<file path="src/rtl/tpram_rd_seq.sv">
// rtl/tpram_rd_seq.sv - TPRAM read sequencer feeding a 2-entry element stream
//
// Purpose:
//   Walks the two-port RAM read port from a starting byte address for a given
//   number of dword/word/byte elements. The data for each element is shaped to
//   32 bits and delivered on a ready/valid stream through a 2-entry FIFO.
//   The RAM returns read data one cycle after the address is presented.
//
// Ports:
//   EFPGA_TPRAM_R_CLK   in   clock, all state on rising edge
//   r_addr_ff_rstn      in   asynchronous active-low reset
//   start               in   one-cycle request, cfg_* sampled with it
//   cfg_addr[11:0]      in   starting byte address
//   cfg_len[12:0]       in   element count 0..4096
//   cfg_mode[1:0]       in   00 dword, 01 word, 10 byte, 11 as dword
//   abort               in   cancel the transfer in progress
//   EFPGA_TPRAM_R_ADDR  out  RAM read byte address
//   EFPGA_TPRAM_R_MODE  out  RAM read mode (never 11)
//   TPRAM_EFPGA_R_DATA  in   RAM read data, one cycle after the address
//   m_valid/m_ready     out/in  element stream handshake
//   m_data[31:0]        out  element, extended per SIGN_EXT
//   m_last              out  high with the final element
//   busy                out  transfer in progress (state != IDLE)
//   done                out  one-cycle completion pulse

module tpram_rd_seq #(
  parameter int SIGN_EXT = 0
) (
  input  logic        EFPGA_TPRAM_R_CLK,
  input  logic        r_addr_ff_rstn,
  input  logic        start,
  input  logic [11:0] cfg_addr,
  input  logic [12:0] cfg_len,
  input  logic [1:0]  cfg_mode,
  input  logic        abort,
  output logic [11:0] EFPGA_TPRAM_R_ADDR,
  output logic [1:0]  EFPGA_TPRAM_R_MODE,
  input  logic [31:0] TPRAM_EFPGA_R_DATA,
  output logic        m_valid,
  input  logic        m_ready,
  output logic [31:0] m_data,
  output logic        m_last,
  output logic        busy,
  output logic        done
);

  localparam logic [1:0] S_IDLE  = 2'd0;
  localparam logic [1:0] S_RUN   = 2'd1;
  localparam logic [1:0] S_DRAIN = 2'd2;
  localparam logic [1:0] S_DONE  = 2'd3;

  logic [1:0]  state_q, state_d;
  logic [11:0] addr_q, addr_d;
  logic [1:0]  mode_q, mode_d;
  logic [12:0] len_q, len_d;
  logic [12:0] iss_cnt_q, iss_cnt_d;
  logic        inflight_q, inflight_d;
  logic        infl_last_q, infl_last_d;
  logic [1:0]  cnt_q, cnt_d;
  logic        wr_ptr_q, wr_ptr_d;
  logic        rd_ptr_q, rd_ptr_d;
  logic [31:0] data0_q, data0_d;
  logic [31:0] data1_q, data1_d;
  logic        last0_q, last0_d;
  logic        last1_q, last1_d;

  logic        pop;
  logic        push;
  logic        issue;
  logic        final_issue;
  logic        start_ok;
  logic        flush;
  logic [2:0]  occ;
  logic [11:0] step;
  logic [31:0] shaped;

  function automatic logic [31:0] shape(input logic [1:0] mode, input logic [31:0] raw);
    logic [31:0] r;
    case (mode)
      2'b01:   r = (SIGN_EXT != 0) ? {{16{raw[15]}}, raw[15:0]} : {16'h0000, raw[15:0]};
      2'b10:   r = (SIGN_EXT != 0) ? {{24{raw[7]}}, raw[7:0]} : {24'h000000, raw[7:0]};
      default: r = raw;
    endcase
    return r;
  endfunction

  // Handshake and issue qualification.
  always_comb begin
    pop      = (cnt_q != 2'd0) && m_ready;
    push     = inflight_q && !abort;
    start_ok = (state_q == S_IDLE) && start && !abort;
    flush    = abort && (state_q != S_IDLE);
    // FIFO entries plus the read still in flight, after this cycle's pop.
    // Keeping this below 2 before issuing guarantees the returning data
    // always has a free slot.
    occ         = {1'b0, cnt_q} + {2'b00, inflight_q} - {2'b00, pop};
    issue       = (state_q == S_RUN) && !abort && (occ < 3'd2);
    final_issue = issue && (iss_cnt_q == len_q - 13'd1);
    case (mode_q)
      2'b01:   step = 12'd2;
      2'b10:   step = 12'd1;
      default: step = 12'd4;
    endcase
    shaped = shape(mode_q, TPRAM_EFPGA_R_DATA);
  end

  // State register.
  always_ff @(posedge EFPGA_TPRAM_R_CLK or negedge r_addr_ff_rstn) begin
    if (!r_addr_ff_rstn) begin
      state_q <= S_IDLE;
    end else begin
      state_q <= state_d;
    end
  end

  // Next-state logic.
  always_comb begin
    state_d = state_q;
    case (state_q)
      S_IDLE: begin
        if (start_ok) begin
          state_d = (cfg_len == 13'd0) ? S_DONE : S_RUN;
        end
      end
      S_RUN: begin
        if (abort) begin
          state_d = S_IDLE;
        end else if (final_issue) begin
          state_d = S_DRAIN;
        end
      end
      S_DRAIN: begin
        if (abort) begin
          state_d = S_IDLE;
        end else if ((cnt_q == 2'd0) && !inflight_q) begin
          state_d = S_DONE;
        end
      end
      default: begin
        state_d = S_IDLE;
      end
    endcase
  end

  // Output logic.
  always_comb begin
    busy               = (state_q != S_IDLE);
    // An abort landing on the DONE cycle cancels the completion pulse.
    done               = (state_q == S_DONE) && !abort;
    m_valid            = (cnt_q != 2'd0);
    m_data             = 32'h0;
    m_last             = 1'b0;
    if (cnt_q != 2'd0) begin
      m_data = rd_ptr_q ? data1_q : data0_q;
      m_last = rd_ptr_q ? last1_q : last0_q;
    end
    EFPGA_TPRAM_R_ADDR = addr_q;
    EFPGA_TPRAM_R_MODE = mode_q;
  end

  // Datapath next values: address walker, read tracking and FIFO.
  always_comb begin
    addr_d      = addr_q;
    mode_d      = mode_q;
    len_d       = len_q;
    iss_cnt_d   = iss_cnt_q;
    inflight_d  = issue;
    infl_last_d = issue ? final_issue : 1'b0;
    cnt_d       = cnt_q;
    wr_ptr_d    = wr_ptr_q;
    rd_ptr_d    = rd_ptr_q;
    data0_d     = data0_q;
    data1_d     = data1_q;
    last0_d     = last0_q;
    last1_d     = last1_q;

    if (start_ok) begin
      addr_d    = cfg_addr;
      // Mode 11 is folded to dword here so the RAM never sees it.
      mode_d    = (cfg_mode == 2'b11) ? 2'b00 : cfg_mode;
      len_d     = cfg_len;
      iss_cnt_d = 13'd0;
    end

    if (issue) begin
      addr_d    = addr_q + step;
      iss_cnt_d = iss_cnt_q + 13'd1;
    end

    if (push) begin
      if (wr_ptr_q) begin
        data1_d = shaped;
        last1_d = infl_last_q;
      end else begin
        data0_d = shaped;
        last0_d = infl_last_q;
      end
      wr_ptr_d = ~wr_ptr_q;
    end

    if (pop) begin
      rd_ptr_d = ~rd_ptr_q;
    end

    cnt_d = cnt_q + {1'b0, push} - {1'b0, pop};

    if (flush) begin
      cnt_d       = 2'd0;
      wr_ptr_d    = 1'b0;
      rd_ptr_d    = 1'b0;
      inflight_d  = 1'b0;
      infl_last_d = 1'b0;
    end
  end

  always_ff @(posedge EFPGA_TPRAM_R_CLK or negedge r_addr_ff_rstn) begin
    if (!r_addr_ff_rstn) begin
      addr_q      <= 12'h000;
      mode_q      <= 2'b00;
      len_q       <= 13'd0;
      iss_cnt_q   <= 13'd0;
      inflight_q  <= 1'b0;
      infl_last_q <= 1'b0;
      cnt_q       <= 2'd0;
      wr_ptr_q    <= 1'b0;
      rd_ptr_q    <= 1'b0;
      data0_q     <= 32'h0;
      data1_q     <= 32'h0;
      last0_q     <= 1'b0;
      last1_q     <= 1'b0;
    end else begin
      addr_q      <= addr_d;
      mode_q      <= mode_d;
      len_q       <= len_d;
      iss_cnt_q   <= iss_cnt_d;
      inflight_q  <= inflight_d;
      infl_last_q <= infl_last_d;
      cnt_q       <= cnt_d;
      wr_ptr_q    <= wr_ptr_d;
      rd_ptr_q    <= rd_ptr_d;
      data0_q     <= data0_d;
      data1_q     <= data1_d;
      last0_q     <= last0_d;
      last1_q     <= last1_d;
    end
  end

endmodule

</file>
<file path="config.mk">
export PLATFORM = sky130hd
export DESIGN_NAME = tpram_rd_seq
export DESIGN_NICKNAME = d
export VERILOG_FILES = /design/src/rtl/tpram_rd_seq.sv
export SDC_FILE = /design/constraint.sdc
export NUM_CORES = 1
export LEC_CHECK = 0
export ABC_AREA = 1
export BUFFER_PORTS_ARGS = -buffer_cell sky130_fd_sc_hd__buf_4
export CAP_MARGIN = 20
export CORE_AREA = 3 3 93 130
export CTS_BUF_LIST = sky130_fd_sc_hd__clkbuf_8 sky130_fd_sc_hd__clkbuf_16
export DETAILED_ROUTE_END_ITERATION = 10
export DIE_AREA = 0 0 96 133
export GPL_TIMING_DRIVEN = 0
export PLACE_DENSITY = 0.82
export SLEW_MARGIN = 20
export SYNTH_ARGS = -nofsm -noshare
export SYNTH_HDL_FRONTEND = slang
export SYNTH_SLANG_ARGS = --single-unit
</file>
<file path="constraint.sdc">
create_clock -name EFPGA_TPRAM_R_CLK -period 3.22 [get_ports EFPGA_TPRAM_R_CLK]
set_input_delay 0.483 -clock EFPGA_TPRAM_R_CLK [delete_from_list [all_inputs] [get_ports EFPGA_TPRAM_R_CLK]]
set_output_delay 0.483 -clock EFPGA_TPRAM_R_CLK [all_outputs]
set_load 0.05 [all_outputs]
</file>
[Word-level counts from Yosys, hierarchy flattened]
Index checks and enable logic that the tools add are counted.
Word-level totals
  input port bits: 64
  register bits: 114
  output and inout bits: 50
Operators by class
  reduce and logical (&&, ||, !) cells: 23
  equal/unequal tests: 10
  bitwise logic cells: 2
  mux-type cells: 26
  add/sub/neg operators: 7
  magnitude comparators: 1
Operators with widths (count)
  $mux 32: 2
  $pmux 32 s2: 1
  $mux 13: 2
  $mux 12: 2
  $mux 2: 8
  $add 13x1->13 const B: 1
  $eq 13x13->1: 1
  $logic_not 13->1: 1
  $sub 13x1->13 const B: 1
  $add 12x12->12: 1
  $logic_and 1x1->1: 10
  $reduce_bool 2->1: 5
  $mux 1: 9
  $eq 2x2->1 const B: 4
  $ne 3x3->1 const B: 2
  $pmux 2 s3: 1
  $pmux 3 s2: 1
  $eq 2x1->1 const B: 2
  $logic_not 2->1: 2
  $reduce_and 2->1: 2
  $add 2x1->3: 1
  $lt 3x2->1 const B: 1
  $reduce_and 3->1: 1
  $sub 3x1->3: 1
  5 further kinds: 7

[Depth between registers and ports, before layout]
  word-level depth: 9
  gate-level depth with buffers: 19
  gate-level depth less buffers: 18

[Worst setup path before layout]
Ideal clock, no wire load.
  kind: register to register
  start: register cnt_q[1]
  end: register state_q[0]
  required time: 3.107 ns
  cell stages (with the launch flop): 19
  period minus slack after synthesis: 2.923 ns
  setup slack: 0.297 ns
  arrival: 2.810 ns
  library setup time: 0.113 ns
  path buffers: 1
  path through: dfrtp_1 -> nor2_1 -> inv_1 -> buf_2 -> nand2_1 -> inv_1 -> ha_1 -> nor2_1 -> fa_1 -> nor2_1 -> nand3_2 -> nor2_2 -> nand3_1 -> nor2_1 -> nand3_1 -> nand2_1 -> nand3_1 -> nand2_1 -> inv_1
On the way
  word-level cells in the longest chain between the ends: 8
  elaborated cells between the ends (all ways): 12
  classes of those cells: add/sub (2); order compare (1); eq/ne (2); reduce/logical (7)
Ends and longest elaborated chain
  from (decl): line 59  | logic [1:0] cnt_q, cnt_d;
  from (signal assigned): line 238  | cnt_q <= cnt_d;
  $reduce_bool 2->1
  via m_valid: line 39  | output logic m_valid,
  $logic_and 1x1->1: line 89  | pop = (cnt_q != 2'd0) && m_ready;
  $sub 3x1->3: line 96  | occ = {1'b0, cnt_q} + {2'b00, inflight_q} - {2'b00, pop};
  $lt 3x2->1: line 97  | issue = (state_q == S_RUN) && !abort && (occ < 3'd2);
  $logic_and 1x1->1: line 97
  $logic_and 1x1->1: line 98  | final_issue = issue && (iss_cnt_q == len_q - 13'd1);
  $ne 3x3->1 (no line)
  $reduce_and 3->1 (no line)
  to (signal assigned): line 112  | state_q <= state_d;
  to (decl): line 52  | logic [1:0] state_q, state_d;
The timed path passes the listed nets, and every way through them passes these cells.
A chain may end at the register's enable or synchronous reset.

[Worst setup path after layout]
  start: register cnt_q[1]
  end: register state_q[0]
On the way
  word-level cells in the longest chain between the ends: 8
  elaborated cells between the ends (all ways): 12
  classes of those cells: add/sub (2); order compare (1); eq/ne (2); reduce/logical (7)
Ends and longest elaborated chain
  parallel branches: the longest is 7 deep, another holds $add 2x1->3
  $reduce_and 3->1 (no line) *
Every way passes the cells marked *.

==> results.txt <==
The post-detailed-route wirelength per cell is 15.0 um. The clock tree from TritonCTS is done. The insertion delay to the later sink of the worst-skew pair came out at 0.42 ns. The final count of pins violating max slew came to 0. The longest individual stage delay on the worst path came out at 0.44 ns. The number of flops mapped to enable cells by yosys is 0. The worst relative slew slack came out at 56.8%. Of all nets on the critical path, the largest fanout is 10. The final-report setup violation count is 0. The transition time at the pin with the least slew margin is 0.645 ns. The detailed-router iteration count before antenna repair is 5. The cell count along the critical path came out at 18.

The placeable core region came out at 11000 um2. In the routed layout, each cell is associated on average with a via count of 5.34. The relative contribution of combinational cells to total power is 48.5%. Setup repair after global routing left no endpoint under its margin. The instance count of the mapped netlist is 798. The switching power is 4030 uW.

The overall die height came out at 133 um. Across the run, the number of max-cap violations was 0. The HPWL reported at the end of detailed placement is 11.6 mm. The count of cells along the worst register-to-register path is 18. The number of buffers between clock root and the deepest sink is 2.

The category of the most critical setup path is reg2reg. The worst path in the final design needs a cycle of 3.00 ns, including I/O delays and setup. The top cell types in the final layout, fill and taps aside, are nand2_1, buf_4, dfrtp_1. The tightest min-delay check is of the in2async type.

114 I/O pins were placed. The flow ran to the end, and the final reports show no timing, DRC or antenna violations. STA puts the critical path data required time at 3.53 ns.

The clock transition at the registers of the reported paths is 0.06 ns. The worst setup path is launched from a flop. The global route total overflow is 0. The fraction of power spent switching nets is 46.2%. The number of antenna violations at the first check in global routing is 0. The total number of clock tree sinks came out at 114. The total CTS buffers is 17.

Global routing used 26.6% of the available tracks. For this design, the slowest cell found on the critical path is dfrtp_2. The worst-case clock skew came out at 0.00730 ns. For this configuration, the core starts out at a cell density of 55.5%. The die boundary width is 96 um. The number of storage elements in the synthesis netlist is 114. The post-route antenna net violation count is 0.

Among all flip-flop cells after synthesis, the most frequent one is dfrtp_1. The number of levels the H-tree was split into is 4. The share of post-route cells with drive strength above 1 came out at 20.3%. The final critical-path share of the clock period came out at 93.2%.

The clock root buffer is clkbuf_16. The number of DRC violations after detailed routing is 0. The data arrival time of the critical path is 3.31 ns. STA classifies the critical path endpoint as a flop. Yosys printed 0 warnings. The via total after detailed routing came out at 5810. The power density of the placed cells came out at 1110 nW/um2.

When the netlist entered floorplanning its net count stood at 875. The pin count of the biggest net entering global routing is 66. The via count of the first global-routing pass came out at 5646.

After detailed routing, the total wire length is 16.3 mm. The first global-routing pass estimated 26.4 mm of wire. Final hold analysis gives a worst-case slack of 0.00120 ns. The average cell area after synthesis is 7.63 um2. Together, buffers and inverters on the worst path number 4. The number of nets in the final layout came out at 1011. The achievable frequency came out at 333 MHz.

The DRC violation total after the first TritonRoute iteration came out at 280. The internal power summed over all cells is 4690 uW. The worst supply voltage drop on vdd came out at 0.676 mV. The gate family responsible for the most delay along the worst path is simple AND/OR/NAND/NOR gates. The count of endpoints failing hold in the final timing report came out at 0. Sequential cells were found to cover 46.8% of the synthesized design area. The total die area is 12800 um2. The fraction of registers with async set/reset is 100%. The fraction of power consumed by the clock network is 23.4%.

Buffers placed on the I/O ports in this run total 113. The cell area after technology mapping came out at 6090 um2. The number of antenna diodes in the final layout is 0. In this run the static leakage power is 0.00390 uW. Per report_power, the sequential group accounts for 28.0% of the total. Walking the worst path, the cells encountered are nor2_4 -> inv_1 -> buf_2 -> nand2_1 -> inv_1 -> ha_1 -> nor2_1 -> fa_1 -> nor2_1 -> nand3_2 -> nor2_4 -> nand3_1 -> nor2_1 -> nand3_1 -> nand2_1 -> nand3_1 -> nand2_1 -> inv_1. The most common library cell in the layout ignoring fill and taps is nand2_1. In the final timing run, aggregate negative setup slack is 0 ns. Relative to the synthesized area, the layout overhead comes to 28.5%.

The count of unique library cells instantiated by Yosys is 40. The final weighted congestion in routability-driven placement came out at 0.871. The floorplan row count came out at 45.
==> per-stage QoR <==
| stage | total power [uW] | utilization, % | area (um2) | std cells | setup slack [ns] |
|---|---|---|---|---|---|
| after global placement | 6490 | 64.8 | 7120 | 1052 | -0.0742 |
| final | 8720 | 71.3 | 7820 | 1088 | 0.221 |
| after global routing | 9320 | 71.3 | 7820 | 1088 | 0.00131 |
| after detailed placement | 6590 | 65.1 | 7150 | 1053 | -0.179 |
| after CTS | 8700 | 71.0 | 7790 | 1085 | 0.0469 |
| after floorplan | 5390 | - | 6090 | 798 | 0.297 |
==> power groups by stage <==
stage	logic (uW)	registers [uW]	clock network, uW
floorplan	2740	2650	0
global placement	4070	2420	0
detailed placement	4150	2440	0
CTS	4200	2440	2060
global route	4680	2520	2120
finish	4230	2450	2040
==> Yosys cell counts (2+ instances only) <==
cell type | instances | area, um2
a22oi_1 | 3 | 22.5
nor4_1 | 3 | 18.8
dfrtp_1 | 114 | 2850
nor3_1 | 5 | 25.0
fa_1 | 2 | 40.0
o31ai_1 | 2 | 15.0
nand2_1 | 266 | 998
xor2_1 | 6 | 52.6
nor3_2 | 2 | 20.0
xnor2_1 | 8 | 70.1
inv_1 | 87 | 327
o22ai_1 | 2 | 12.5
a21oi_1 | 43 | 215
buf_2 | 8 | 40.0
nand3b_1 | 4 | 30.0
o221ai_1 | 2 | 17.5
nand2_2 | 3 | 18.8
ha_1 | 11 | 138
o32ai_1 | 2 | 17.5
nand4_1 | 5 | 31.3
inv_2 | 4 | 15.0
o211ai_1 | 2 | 15.0
nand3_1 | 27 | 135
clkbuf_8 | 2 | 27.5
o21ai_0 | 93 | 465
nor2_4 | 3 | 33.8
nor2_1 | 40 | 150
o21bai_1 | 2 | 15.0
clkbuf_1 | 22 | 82.6
o21ai_1 | 4 | 20.0
nor2_2 | 10 | 62.6
nand3_2 | 3 | 30.0
==> logic make-up after synthesis <==
family                   after synthesis  share of synthesized area, %
adder cells (fa/ha/maj)               13                          2.92
AO/OA/AOI/OAI                        157                          13.6
flip-flops                           114                          46.8
AND/OR/NAND/NOR                      374                          26.1
multiplexers                           1                         0.185
XOR/XNOR                              14                          2.01
buffers and inverters                125                          8.32
==> routing by layer <==
layer | vias up | share of wire, % | global-route usage (%)
li1 | 2824 | - | -
met1 | 2737 | 38 | 30.9
met2 | 216 | 54 | 46.4
met3 | 33 | 5.6 | 5.52
met4 | 0 | 2.6 | 11.0
met5 | - | 0 | 0
==> state kept, by name, indices dropped and copies added (netlist names) <==
register / flops
EFPGA_TPRAM_R_MODE: 2
wr_ptr_q: 1
last0_q: 1
len_q: 13
EFPGA_TPRAM_R_ADDR: 12
rd_ptr_q: 1
data1_q: 32
data0_q: 32
infl_last_q: 1
iss_cnt_q: 13
state_q: 2
last1_q: 1
cnt_q: 2
inflight_q: 1
==> cell type report <==
class / count / area, um2
plain buffers: 33 / 161
clock buffers: 18 / 439
clock inverters: 14 / 201
fillers: 893 / 3160
inverters: 92 / 345
multi-input cells: 559 / 2740
flip-flops and latches: 114 / 2850
well taps: 141 / 176
repair buffers: 117 / 902
==> worst paths after layout <==
path	from	slack, ns	endpoint
worst max-delay path	cnt_q[1]$_DFF_PN0_	0.22	state_q[0]$_DFFE_PN0P_
worst max register to register	cnt_q[1]$_DFF_PN0_	0.22	state_q[0]$_DFFE_PN0P_
worst min register to register	data0_q[15]$_DFFE_PN0P_	0.46	data0_q[15]$_DFFE_PN0P_
min in group EFPGA_TPRAM_R_CLK	cfg_addr[6]	0.26	EFPGA_TPRAM_R_ADDR[6]$_DFFE_PN0P_
max in group asynchronous	r_addr_ff_rstn	2.53	cnt_q[1]$_DFF_PN0_
worst min-delay path	r_addr_ff_rstn	0.001	data0_q[5]$_DFFE_PN0P_
==> timing repair <==
| action | 4_1_cts | 5_1_grt |
|---|---|---|
| endpoints found under the setup margin | 28 | 14 |
| resized for setup | 2 | 2 |
| pin swaps | 0 | 3 |
| hold buffers | 0 | 0 |
| buffers inserted | 0 | 3 |
(Power assumes the default switching activity.)
